`config.mk`:
```
export PLATFORM = sky130hd
export DESIGN_NAME = cmp_sort_ctrl
export DESIGN_NICKNAME = d
export VERILOG_FILES = /design/src/rtl/cmp_sort_pkg.sv /design/src/rtl/nibble_gt.sv /design/src/rtl/cmp_sort_ctrl.sv
export SDC_FILE = /design/constraint.sdc
export NUM_CORES = 1
export LEC_CHECK = 0
export ABC_AREA = 0
export CORE_UTILIZATION = 45
export CTS_CLUSTER_DIAMETER = 100
export DETAILED_ROUTE_END_ITERATION = 10
export PLACE_DENSITY_LB_ADDON = 0.08
export SLEW_MARGIN = 40
export SYNTH_ARGS = -nofsm -noshare
export SYNTH_HDL_FRONTEND = slang
export SYNTH_SLANG_ARGS = --single-unit
```
`constraint.sdc`:
```
create_clock -name clk -period 4.3 [get_ports clk]
set_clock_uncertainty 0.1 [all_clocks]
set_input_delay 1.075 -clock clk [delete_from_list [all_inputs] [get_ports clk]]
set_output_delay 1.075 -clock clk [all_outputs]
set_load 0.03 [all_outputs]
```
`src/rtl/cmp_sort_pkg.sv`:
```
`default_nettype none
// +----------------------------------------------------------------------+
// | cmp_sort_pkg                                                         |
// | Shared states and default sizes for the comparator-sharing sorter.  |
// | Revision: 1.0                                                        |
// +----------------------------------------------------------------------+
package cmp_sort_pkg;

    localparam int DEF_W      = 4;
    localparam int DEF_N      = 8;
    localparam int SORT_STEPS = (DEF_N - 1) * (DEF_N - 1);

    typedef enum logic [1:0] {
        ST_LOAD  = 2'd0,
        ST_SORT  = 2'd1,
        ST_DRAIN = 2'd2
    } state_t;

endpackage
`default_nettype wire

```
`src/rtl/nibble_gt.sv`:
```
`default_nettype none
// +----------------------------------------------------------------------+
// | nibble_gt                                                            |
// | Unsigned strict greater-than comparator (o_gt = i_a > i_b).          |
// | Revision: 1.0                                                        |
// +----------------------------------------------------------------------+
module nibble_gt
    import cmp_sort_pkg::*;
#(
    parameter int W = DEF_W
) (
    input  logic [W-1:0] i_a,
    input  logic [W-1:0] i_b,
    output logic         o_gt
);

    assign o_gt = (i_a > i_b);

endmodule
`default_nettype wire

```
`src/rtl/cmp_sort_ctrl.sv`:
```
`default_nettype none
// +----------------------------------------------------------------------+
// | cmp_sort_ctrl                                                        |
// | Loads N values, bubble-sorts them descending through one shared      |
// | comparator (one compare per cycle), then drains the sorted block.    |
// | Revision: 1.0                                                        |
// +----------------------------------------------------------------------+
module cmp_sort_ctrl
    import cmp_sort_pkg::*;
#(
    parameter int W = DEF_W,
    parameter int N = DEF_N
) (
    input  logic         clk,
    input  logic         rst_n,
    input  logic         i_in_valid,
    input  logic [W-1:0] i_in_data,
    output logic         o_in_ready,
    output logic         o_out_valid,
    output logic [W-1:0] o_out_data,
    output logic         o_out_last,
    input  logic         i_out_ready,
    output logic         o_busy
);

    localparam int            c_iw       = (N > 1) ? $clog2(N) : 1;
    localparam logic [c_iw-1:0] c_last_idx = c_iw'(N - 1);
    localparam logic [c_iw-1:0] c_last_j   = c_iw'(N - 2);

    state_t            r_state;
    logic [W-1:0]      r_mem [N];
    logic [c_iw-1:0]   r_wr_idx;
    logic [c_iw-1:0]   r_pass;
    logic [c_iw-1:0]   r_j;
    logic [c_iw-1:0]   r_rd_idx;

    logic [c_iw-1:0]   w_j1;
    logic [c_iw-1:0]   w_rd_nxt;
    logic [W-1:0]      w_a;
    logic [W-1:0]      w_b;
    logic              w_gt;
    logic [W-1:0]      w_first_nxt;

    assign w_j1     = r_j + 1'b1;
    assign w_rd_nxt = r_rd_idx + 1'b1;
    assign w_a      = r_mem[w_j1];
    assign w_b      = r_mem[r_j];

    // The only comparator in the block; every pair is scheduled through it.
    nibble_gt #(
        .W (W)
    ) u_gt (
        .i_a  (w_a),
        .i_b  (w_b),
        .o_gt (w_gt)
    );

    // mem[0] as it will be after the current step, so the first drained beat
    // can be registered on the same edge as the final swap.
    assign w_first_nxt = (r_j == '0 && w_gt) ? w_a : r_mem[0];

    always_ff @(posedge clk or negedge rst_n) begin
        if (!rst_n) begin
            r_state     <= ST_LOAD;
            r_wr_idx    <= '0;
            r_pass      <= '0;
            r_j         <= '0;
            r_rd_idx    <= '0;
            o_in_ready  <= 1'b1;
            o_out_valid <= 1'b0;
            o_out_data  <= '0;
            o_out_last  <= 1'b0;
            o_busy      <= 1'b0;
            for (int i = 0; i < N; i++) begin
                r_mem[i] <= '0;
            end
        end else begin
            case (r_state)
                ST_LOAD: begin
                    if (i_in_valid && o_in_ready) begin
                        r_mem[r_wr_idx] <= i_in_data;
                        if (r_wr_idx == c_last_idx) begin
                            r_state    <= ST_SORT;
                            r_wr_idx   <= '0;
                            r_pass     <= '0;
                            r_j        <= '0;
                            o_in_ready <= 1'b0;
                            o_busy     <= 1'b1;
                        end else begin
                            r_wr_idx <= r_wr_idx + 1'b1;
                        end
                    end
                end

                ST_SORT: begin
                    // Strict compare keeps equal values in place, so the sort is stable.
                    if (w_gt) begin
                        r_mem[r_j]  <= w_a;
                        r_mem[w_j1] <= w_b;
                    end
                    if (r_j == c_last_j) begin
                        r_j <= '0;
                        if (r_pass == c_last_j) begin
                            r_state     <= ST_DRAIN;
                            r_rd_idx    <= '0;
                            o_out_valid <= 1'b1;
                            o_out_data  <= w_first_nxt;
                            o_out_last  <= 1'b0;
                        end else begin
                            r_pass <= r_pass + 1'b1;
                        end
                    end else begin
                        r_j <= w_j1;
                    end
                end

                ST_DRAIN: begin
                    if (i_out_ready) begin
                        if (r_rd_idx == c_last_idx) begin
                            r_state     <= ST_LOAD;
                            r_rd_idx    <= '0;
                            o_out_valid <= 1'b0;
                            o_out_last  <= 1'b0;
                            o_busy      <= 1'b0;
                            o_in_ready  <= 1'b1;
                        end else begin
                            r_rd_idx   <= w_rd_nxt;
                            o_out_data <= r_mem[w_rd_nxt];
                            o_out_last <= (w_rd_nxt == c_last_idx);
                        end
                    end
                end

                default: begin
                    r_state <= ST_LOAD;
                end
            endcase
        end
    end

endmodule
`default_nettype wire

```
# [Word level (Yosys, flattened, before mapping)]
# Index checks and enable logic that the tools add are counted.
[classes] addsub=4 order_cmp=8 n_bitwise=4 eq_ne=16 n_mux=65 reduce_logical=19
[ops] cell="$bwmux W32" count=3
[ops] cell="$mux W32" count=2
[ops] cell="$pmux W32 S2" count=1
[ops] cell="$mux W4" count=14
[ops] cell="$bmux W4 S3" count=3
[ops] cell="$demux W4 S3" count=3
[ops] cell="$mux W3" count=10
[ops] cell="$reduce_and A5 Y1" count=4
[ops] cell="$ne A2 B2 Y1 const B" count=9
[ops] cell="$pmux W3 S2" count=3
[ops] cell="$ge A4 B4 Y1 const B" count=4
[ops] cell="$not A3 Y4" count=4
[ops] cell="$eq A3 B3 Y1 const B" count=5
[ops] cell="$mux W1" count=14
[ops] cell="$add A3 B1 Y3 const B" count=4
[ops] cell="$lt A4 B1 Y1 const B" count=3
[ops] cell="$mux W2" count=6
[ops] cell="$pmux W1 S2" count=4
[ops] cell="$pmux W4 S2" count=1
[ops] cell="$pmux W2 S3" count=1
[ops] cell="$reduce_and A3 Y1" count=2
[ops] cell="$reduce_and A6 Y1" count=1
[ops] cell="$reduce_bool A2 Y1" count=3
[ops] cell="$logic_and A1 B1 Y1" count=5
[ops] cell="other kinds (7)" count=7
[totals] reg_bits=54 inputBits=8 elab_cells=134 output_inout_bits=8

# [Longest topological paths before layout]
# Gate-level depths: netlist of run 1.
[depth] depth_word=11 ltp_mapped=13 mapped_depth_nobuf=11

# [Hierarchy]
# Synthesis of run 1 repeated with hierarchy kept, for this count alone.
[hier_totals] cells_unflattened=551 area_unflattened_um2=4982.3
[by_module_without_submodules] mod="cmp_sort_ctrl" n_inst=1 cells_per_inst=538 seq_area_each_um2=1352.5 area_per_inst_um2=4883.4
[by_module_without_submodules] mod="nibble_gt" n_inst=1 cells_per_inst=13 seq_area_each_um2=0.0 area_per_inst_um2=98.8

# [Least setup slack after synthesis of run 1]
# No wires, ideal clock.
[synth_timing] path_kind="register -> register" from="reg r_j[0]" to="reg r_mem[12] (netlist bit)" synth_period_minus_slack_ps=3688 arrival_time_ps=3463 n_path_buf=3 path_stages_with_launch=14 setup_slack_ps=612 t_required_ps=4075 setup_ps=125 path_cell_list="dfrtp_1 buf_6 buf_6 clkinv_1 ha_1 inv_1 mux4_2 buf_6 ha_1 nor2b_1 o211ai_1 a21oi_1 o21ai_0 mux2_2"
[synth_between] elab_chain_len=9 elab_cells_between_ends=26 classes_between="add/sub: 1; order compare: 5; eq/ne: 1; mux: 14; bitwise: 2; reduce/logical: 3"
[synth_lines] item="start, declared" line_no="cmp_sort_ctrl.sv:34" source="logic [c_iw-1:0] r_j;"
[synth_lines] item="start signal, assigned" line_no="cmp_sort_ctrl.sv:113" source="r_j <= w_j1;"
[synth_lines] item="parallel branches: the longest is 9 deep, another holds $gt A4 B4 Y1"
[synth_lines] item="end signal, assigned by index" line_no="cmp_sort_ctrl.sv:81" source="r_mem[r_wr_idx] <= i_in_data;"
[synth_lines] item="end signal, assigned by index" line_no="cmp_sort_ctrl.sv:98" source="r_mem[r_j] <= w_a;"
[synth_lines] item="end signal, assigned by index" line_no="cmp_sort_ctrl.sv:99" source="r_mem[w_j1] <= w_b;"
[synth_lines] item="end, declared" line_no="cmp_sort_ctrl.sv:31" source="logic [W-1:0] r_mem [N];"
# Several ways; the timed one is not identified. The select of a mux whose other input is x is not followed.
# A chain may end at the register's enable or synchronous reset.

# [Final worst setup path of run 1]
[layout_timing] from="reg r_j[1]" to="reg r_mem[13] (netlist bit)"
# Same word-level chain as after synthesis.

==> out/metrics.cfg, run 1 <==
[status]
outcome = finished, final reports clean

[timing]
fmax_ghz = 0.2578
setup_violations = 0
relSlewSlack_pct = 44.78
finalCritPeriodShare_pct = 90.22
drv_slew = 0
tightest_slew_ps = 820.7
rsz0062_at_grt = false
period_needed_ps = 3879
tns_ps = 0
finalHoldViolations = 0

[grt]
grt_pass1_vias = 3510
grt_pass1_wl_um = 19890
grt_max_degree = 35
antenna_found_initial = 0
grt_usage_pct = 26.52
globalRoute.totalOverflow = 0

[logic_synthesis]
ys.flop_type = dfrtp_1
synth_edf_count = 0
synth_top_area_cell = dfrtp_1
syn_area_per_cell_um2 = 9.703
ys_ff_latch = 54
yosysUniqueCellTypes = 44
ys_seq_area_share_pct = 32.19
synthCells = 433
synth.top_cells.by_area = dfrtp_1 (32%), mux2_2 (14%), mux4_2 (8.0%)
ys_warn_count = 0
synth.cell_area_mm2 = 0.004202
syn-num-nets = 455
yosysTopAreaCellShare_pct = 31.57
async_flop_share_pct = 100.0

[floorplanning]
fp.coreArea_mm2 = 0.008891
fp-row-count = 34
ios = 16
fp.dieW_um = 98.63
dieArea_mm2 = 0.009727
die_h_um = 98.63
start_util_pct = 47.26

[critical_path]
arrival_ps = 3990
criticalPathCategory = reg2reg
crit_path_max_fanout = 9
r2r_slack_ps = 420
startpoint_type = register
crit_required_ps = 4410
endpoint_kind = register

[pwr]
pwr-share-comb_pct = 2.9
internal-power_mw = 0.6908
netSwitchingPower_mw = 0.2080
swShare_pct = 23.14
power_density_mw_per_mm2 = 197.6
max-vdd-ir-drop_mv = 0.1798
clkPwrFrac_pct = 40.7
leakage_nw = 2.047
pwr-share-seq_pct = 56.5

[clock_tree]
clk_latency_ps = 320
cts.sinks = 54
cts_max_level = 2
cts_resized = 0
post_cts_buffers = 0
clk_pin_slew_ps = 110
cts_buffers = 5
cts_tree = done
cts_root_buffer = clkbuf_8
cts_hold_buf = 0
clockBufferDepth = 2

[routing]
num_vias = 3608
drtAntennaViolNets = 0
drtIter0Drc = 313
wire_per_inst_um = 22.20
vias_per_cell = 6.548
drc = 0
wirelength_um = 12230
first_pass_iters = 5

[run]
cap_violations = 0

[layout]
layout_commonest_cell = nand2_1
fin_nets = 464
layout_common_cells = nand2_1 (79), mux2_2 (52), dfrtp_1 (52)
fillCellCount = 833
stdcell_count = 551
diodes = 0
syn_to_final_growth_pct = 8.279
layout-drive-gt1-share_pct = 22.57

[place]
place.gp.congestion = 0.9526
port_buffers = 15
hpwlAfterDp_um = 9154
dp.cells = 543

[hold_path]
hold_class = reg2reg

routing by layer:
| metal | part of all wire [%] | vias to the layer above | GRT usage [%] |
|---|---|---|---|
| met4 | 3.0 | 0 | 9.300 |
| met5 | 0 | - | 0 |
| met3 | 5.4 | 25 | 3.121 |
| met1 | 45 | 1793 | 36.98 |
| met2 | 47 | 152 | 42.85 |
| li1 | - | 1638 | - |
sequential cells by signal (all words and copies together), names as in the netlist:
signal and count:
r_mem 32, r_state 2, r_pass 3, o_out_last 1, r_wr_idx 3, r_rd_idx 3, o_busy 1, o_out_valid 1
r_j 3, o_out_data 4, o_in_ready 1
logic make-up after synthesis:
family | share of synthesized area (%)
xor+xnor | 0.5957
compound gates | 16.02
flops | 32.19
fa+ha+maj | 4.169
mux | 26.59
buf+inv | 5.122
simple gates | 15.31
worst max-delay path: stages (launching register included):
cell	delay, ps
dfrtp_1	370
clkinv_1	240
ha_1	380
inv_1	200
mux4_2	660
ha_1	350
nor2b_1	140
o211ai_1	150
a21oi_1	220
o21ai_0	570
mux2_2	400
area by class of cell:
cell class / instances / area [um^2] / area share (%)
clock inverters: 3 / 43.79 / 0.9626
flip-flops and latches: 54 / 1354 / 29.76
multi-input cells: 341 / 2654 / 58.33
repair buffers: 29 / 252.7 / 5.556
clock buffers: 5 / 68.82 / 1.513
inverters: 11 / 41.29 / 0.9076
well taps: 108 / 135.1 / 2.970
power groups by stage:
stage	clock (mW)	combinational, mW	sequential, mW
floorplan	0	0.00421	0.518
global placement	0	0.0263	0.517
detailed placement	0	0.0260	0.517
CTS	0.375	0.0261	0.508
global route	0.389	0.0287	0.508
finish	0.365	0.0258	0.508
worst paths after layout:
check	from	to	cells after the start
setup / recovery	r_j[1]	r_mem[13]	10
hold / removal	o_in_ready	o_in_ready	2
setup reg to reg	r_j[1]	r_mem[13]	10
hold reg to reg	o_in_ready	o_in_ready	2
max in group asynchronous	rst_n	r_mem[6]	2
min in group asynchronous	rst_n	r_pass[0]	1
stage by stage:
stage | util, % | worst slack [ps] | total power [mW] | area (um^2) | hold WS, ps
finish | 51.17 | 420.6 | 0.8988 | 4549 | 399.3
global route | 51.17 | 108.4 | 0.9257 | 4549 | 416.9
CTS | 50.96 | 433.9 | 0.9088 | 4531 | 408.0
detailed placement | 49.69 | 463.0 | 0.5435 | 4418 | 382.7
global placement | 49.63 | 547.1 | 0.5438 | 4413 | 374.7
floorplan | - | 612.0 | 0.5218 | 4202 | 375.6
cell usage after synthesis, types with 2 or more instances:
cell and instances:
a21oi_1 5, a22oi_1 17, a31oi_1 3, a32oi_1 16
buf_1 2, buf_2 10, buf_6 6, clkbuf_1 7
clkinv_1 2, dfrtp_1 53, ha_1 14, inv_1 9
mux2_1 11, mux2_2 52, mux2i_1 7, mux4_2 15
nand2_1 79, nand2b_1 4, nand3_1 3, nand3b_1 6
nand4_1 2, nor2_1 15, nor2b_1 8, nor3_1 10
nor3b_1 2, nor4_1 5, o211ai_1 9, o21ai_0 29
o21ai_1 5, o22ai_1 5, o2bb2ai_1 4, o32a_1 3
o32ai_1 2, or2_2 2, or3_1 2
(Power assumes the default switching activity.)
==> inputs of run 2 (changes only) <==
--- a/config.mk
+++ b/config.mk
@@ -10,7 +10,7 @@
 export CTS_CLUSTER_DIAMETER = 100
 export DETAILED_ROUTE_END_ITERATION = 10
 export PLACE_DENSITY_LB_ADDON = 0.08
-export SLEW_MARGIN = 40
+export SLEW_MARGIN = 25
 export SYNTH_ARGS = -nofsm -noshare
 export SYNTH_HDL_FRONTEND = slang
 export SYNTH_SLANG_ARGS = --single-unit
==> out/metrics.cfg, run 2 (synthesized netlist as in run 1, its figures left out) <==
[place]
dp.cells = 543  ; unchanged
port_buffers = 15  ; unchanged
place.gp.congestion = 0.9526  ; unchanged
hpwlAfterDp_um = 9183  ; was 9154 um

[pwr]
max-vdd-ir-drop_mv = 0.1767  ; was 0.1798 mV
power_density_mw_per_mm2 = 198.1  ; was 197.6 mW/mm^2
internal-power_mw = 0.6905  ; was 0.6908 mW
clkPwrFrac_pct = 40.5  ; was 40.7%
pwr-share-seq_pct = 56.6  ; was 56.5%
netSwitchingPower_mw = 0.2062  ; was 0.2080 mW
pwr-share-comb_pct = 2.9  ; about the same
swShare_pct = 22.99  ; was 23.14%
leakage_nw = 2.037  ; was 2.047 nW

[critical_path]
endpoint_kind = register  ; unchanged
arrival_ps = 4020  ; was 3990 ps
crit_path_max_fanout = 9  ; unchanged
startpoint_type = register  ; unchanged
crit_required_ps = 4410  ; about the same
reg2reg_depth = 10  ; unchanged
r2r_slack_ps = 390  ; was 420 ps
reg2reg_from = r_j[1]  ; unchanged
r2r-end = r_mem[14]  ; was r_mem[13]
criticalPathCategory = reg2reg  ; unchanged

[layout]
stdcell_count = 551  ; unchanged
syn_to_final_growth_pct = 7.713  ; was 8.279%
register_area_mm2 = 0.001353  ; was 0.001354 mm^2
fillCellCount = 838  ; was 833
diodes = 0  ; unchanged
fin_util_pct = 50.90  ; was 51.17%
layout_commonest_cell = nand2_1  ; unchanged
largest_reg_flops = 32  ; unchanged
layout_common_cells = nand2_1 (79), dfrtp_1 (53), mux2_2 (52)  ; was nand2_1 (79), mux2_2 (52), dfrtp_1 (52)
multi_input_area_mm2 = 0.002634  ; was 0.002654 mm^2
top_register = r_mem  ; unchanged
layout-drive-gt1-share_pct = 21.22  ; was 22.57%
fin_nets = 464  ; unchanged
top_regs = r_mem x32, o_out_data x4  ; unchanged

[clock_tree]
cts.sinks = 54  ; unchanged
clk_latency_ps = 320  ; about the same
post_cts_buffers = 0  ; unchanged
cts_buffers = 5  ; unchanged
cts_root_buffer = clkbuf_8  ; unchanged
cts_max_level = 2  ; unchanged
cts_resized = 0  ; unchanged
clockBufferDepth = 2  ; unchanged
clk_pin_slew_ps = 110  ; about the same
cts_hold_buf = 0  ; unchanged
cts_tree = done  ; unchanged

[floorplanning]
start_util_pct = 47.26  ; unchanged
fp.dieW_um = 98.63  ; unchanged
die_h_um = 98.63  ; unchanged
fp-row-count = 34  ; unchanged
fp.coreArea_mm2 = 0.008891  ; unchanged
dieArea_mm2 = 0.009727  ; unchanged
ios = 16  ; unchanged

[timing]
period_needed_ps = 3914  ; was 3879 ps
setup_violations = 0  ; unchanged
tightest_slew_ps = 981.6  ; was 820.7 ps
drv_slew = 0  ; unchanged
tns_ps = 0  ; unchanged
finalCritPeriodShare_pct = 91.03  ; was 90.22%
rsz0062_at_grt = false  ; unchanged
finalHoldViolations = 0  ; unchanged
relSlewSlack_pct = 34.06  ; was 44.78%
fmax_ghz = 0.2555  ; was 0.2578 GHz

[hold_path]
worstHoldEndpoint = o_in_ready  ; unchanged
hold_class = reg2reg  ; unchanged
min_from = o_in_ready  ; unchanged
hold_depth = 2  ; unchanged

[routing]
num_vias = 3641  ; was 3608
wirelength_um = 12360  ; was 12230 um
wire_per_inst_um = 22.44  ; was 22.20 um
vias_per_cell = 6.608  ; was 6.548
first_pass_iters = 5  ; unchanged
drc = 0  ; unchanged
drtAntennaViolNets = 0  ; unchanged
drtIter0Drc = 326  ; was 313

[status]
outcome = finished, final reports clean  ; unchanged

[grt]
grt_usage_pct = 26.30  ; was 26.52%
globalRoute.totalOverflow = 0  ; unchanged
antenna_found_initial = 0  ; unchanged
grt_max_degree = 35  ; unchanged
grt_pass1_wl_um = 19610  ; was 19890 um
grt_pass1_vias = 3493  ; was 3510

[run]
cap_violations = 0  ; unchanged

## run 2: cell types whose count changed in the layout (fill, tap and decap cells not counted)
| cell | before | now |
|---|---|---|
| nor3b_1 | 0 | 2 |
| nor3b_2 | 2 | 0 |
| buf_2 | 0 | 1 |
| buf_4 | 15 | 14 |
| dfrtp_1 | 52 | 53 |
| dfrtp_2 | 1 | 0 |
| nand2b_1 | 3 | 4 |
| nand2b_2 | 1 | 0 |
| nor2b_1 | 7 | 8 |
| nor2b_2 | 1 | 0 |
| nor3_1 | 9 | 10 |
| nor3_2 | 1 | 0 |
## run 2: cell type report
class	instances	share of cell area [%]
inverter	11	0.9124
tap	108	2.986
clock buffer	5	1.521
multi-input combinational	341	58.20
sequential	54	29.89
clock inverter	3	0.9677
timing repair buffer	29	5.529
## run 2: power by group through the flow
stage / clock [mW] / combinational, mW / sequential (mW)
2_1_floorplan: 0 / 0.00421 / 0.518
3_3_place_gp: 0 / 0.0263 / 0.517
3_5_place_dp: 0 / 0.0261 / 0.517
4_1_cts: 0.375 / 0.0262 / 0.508
5_1_grt: 0.389 / 0.0287 / 0.508
6_report: 0.363 / 0.0257 / 0.508
## run 2: stage by stage
stage	setup slack [ps]	cell area (um^2)	power [mW]	hold WS, ps
global route	180.1	4526	0.9252	411.9
floorplan	612.0	4202	0.5218	375.6
CTS	432.1	4526	0.9086	405.6
finish	385.8	4526	0.8967	399.2
detailed placement	464.9	4413	0.5436	382.7
global placement	547.1	4413	0.5438	374.7
## run 2: worst max-delay path: stages, from the launching register on
cell	delay, ps
dfrtp_1	370
clkinv_1	240
ha_1	370
inv_1	200
mux4_2	660
ha_1	350
nor2b_1	140
o211ai_1	150
a21oi_1	220
o21ai_0	600
mux2_2	400
## run 2: worst max-delay path by stage
stage	start	to	slack (ps)
after global routing	r_j[1]	r_mem[13]	180
final	r_j[1]	r_mem[14]	390
after detailed placement	r_j[1]	r_mem[13]	460
after global placement	r_j[1]	r_mem[15]	550
after CTS	r_j[1]	r_mem[13]	430
after floorplan	r_j[0]	r_mem[12]	610
## run 2: routing by layer
layer / GRT usage [%] / vias to the layer above / wire (um)
met1: 36.61 / 1773 / 5486
met2: 43.55 / 204 / 5718
met3: 2.411 / 25 / 802
li1: - / 1639 / -
met5: 0 / - / 0
met4: 8.266 / 0 / 357
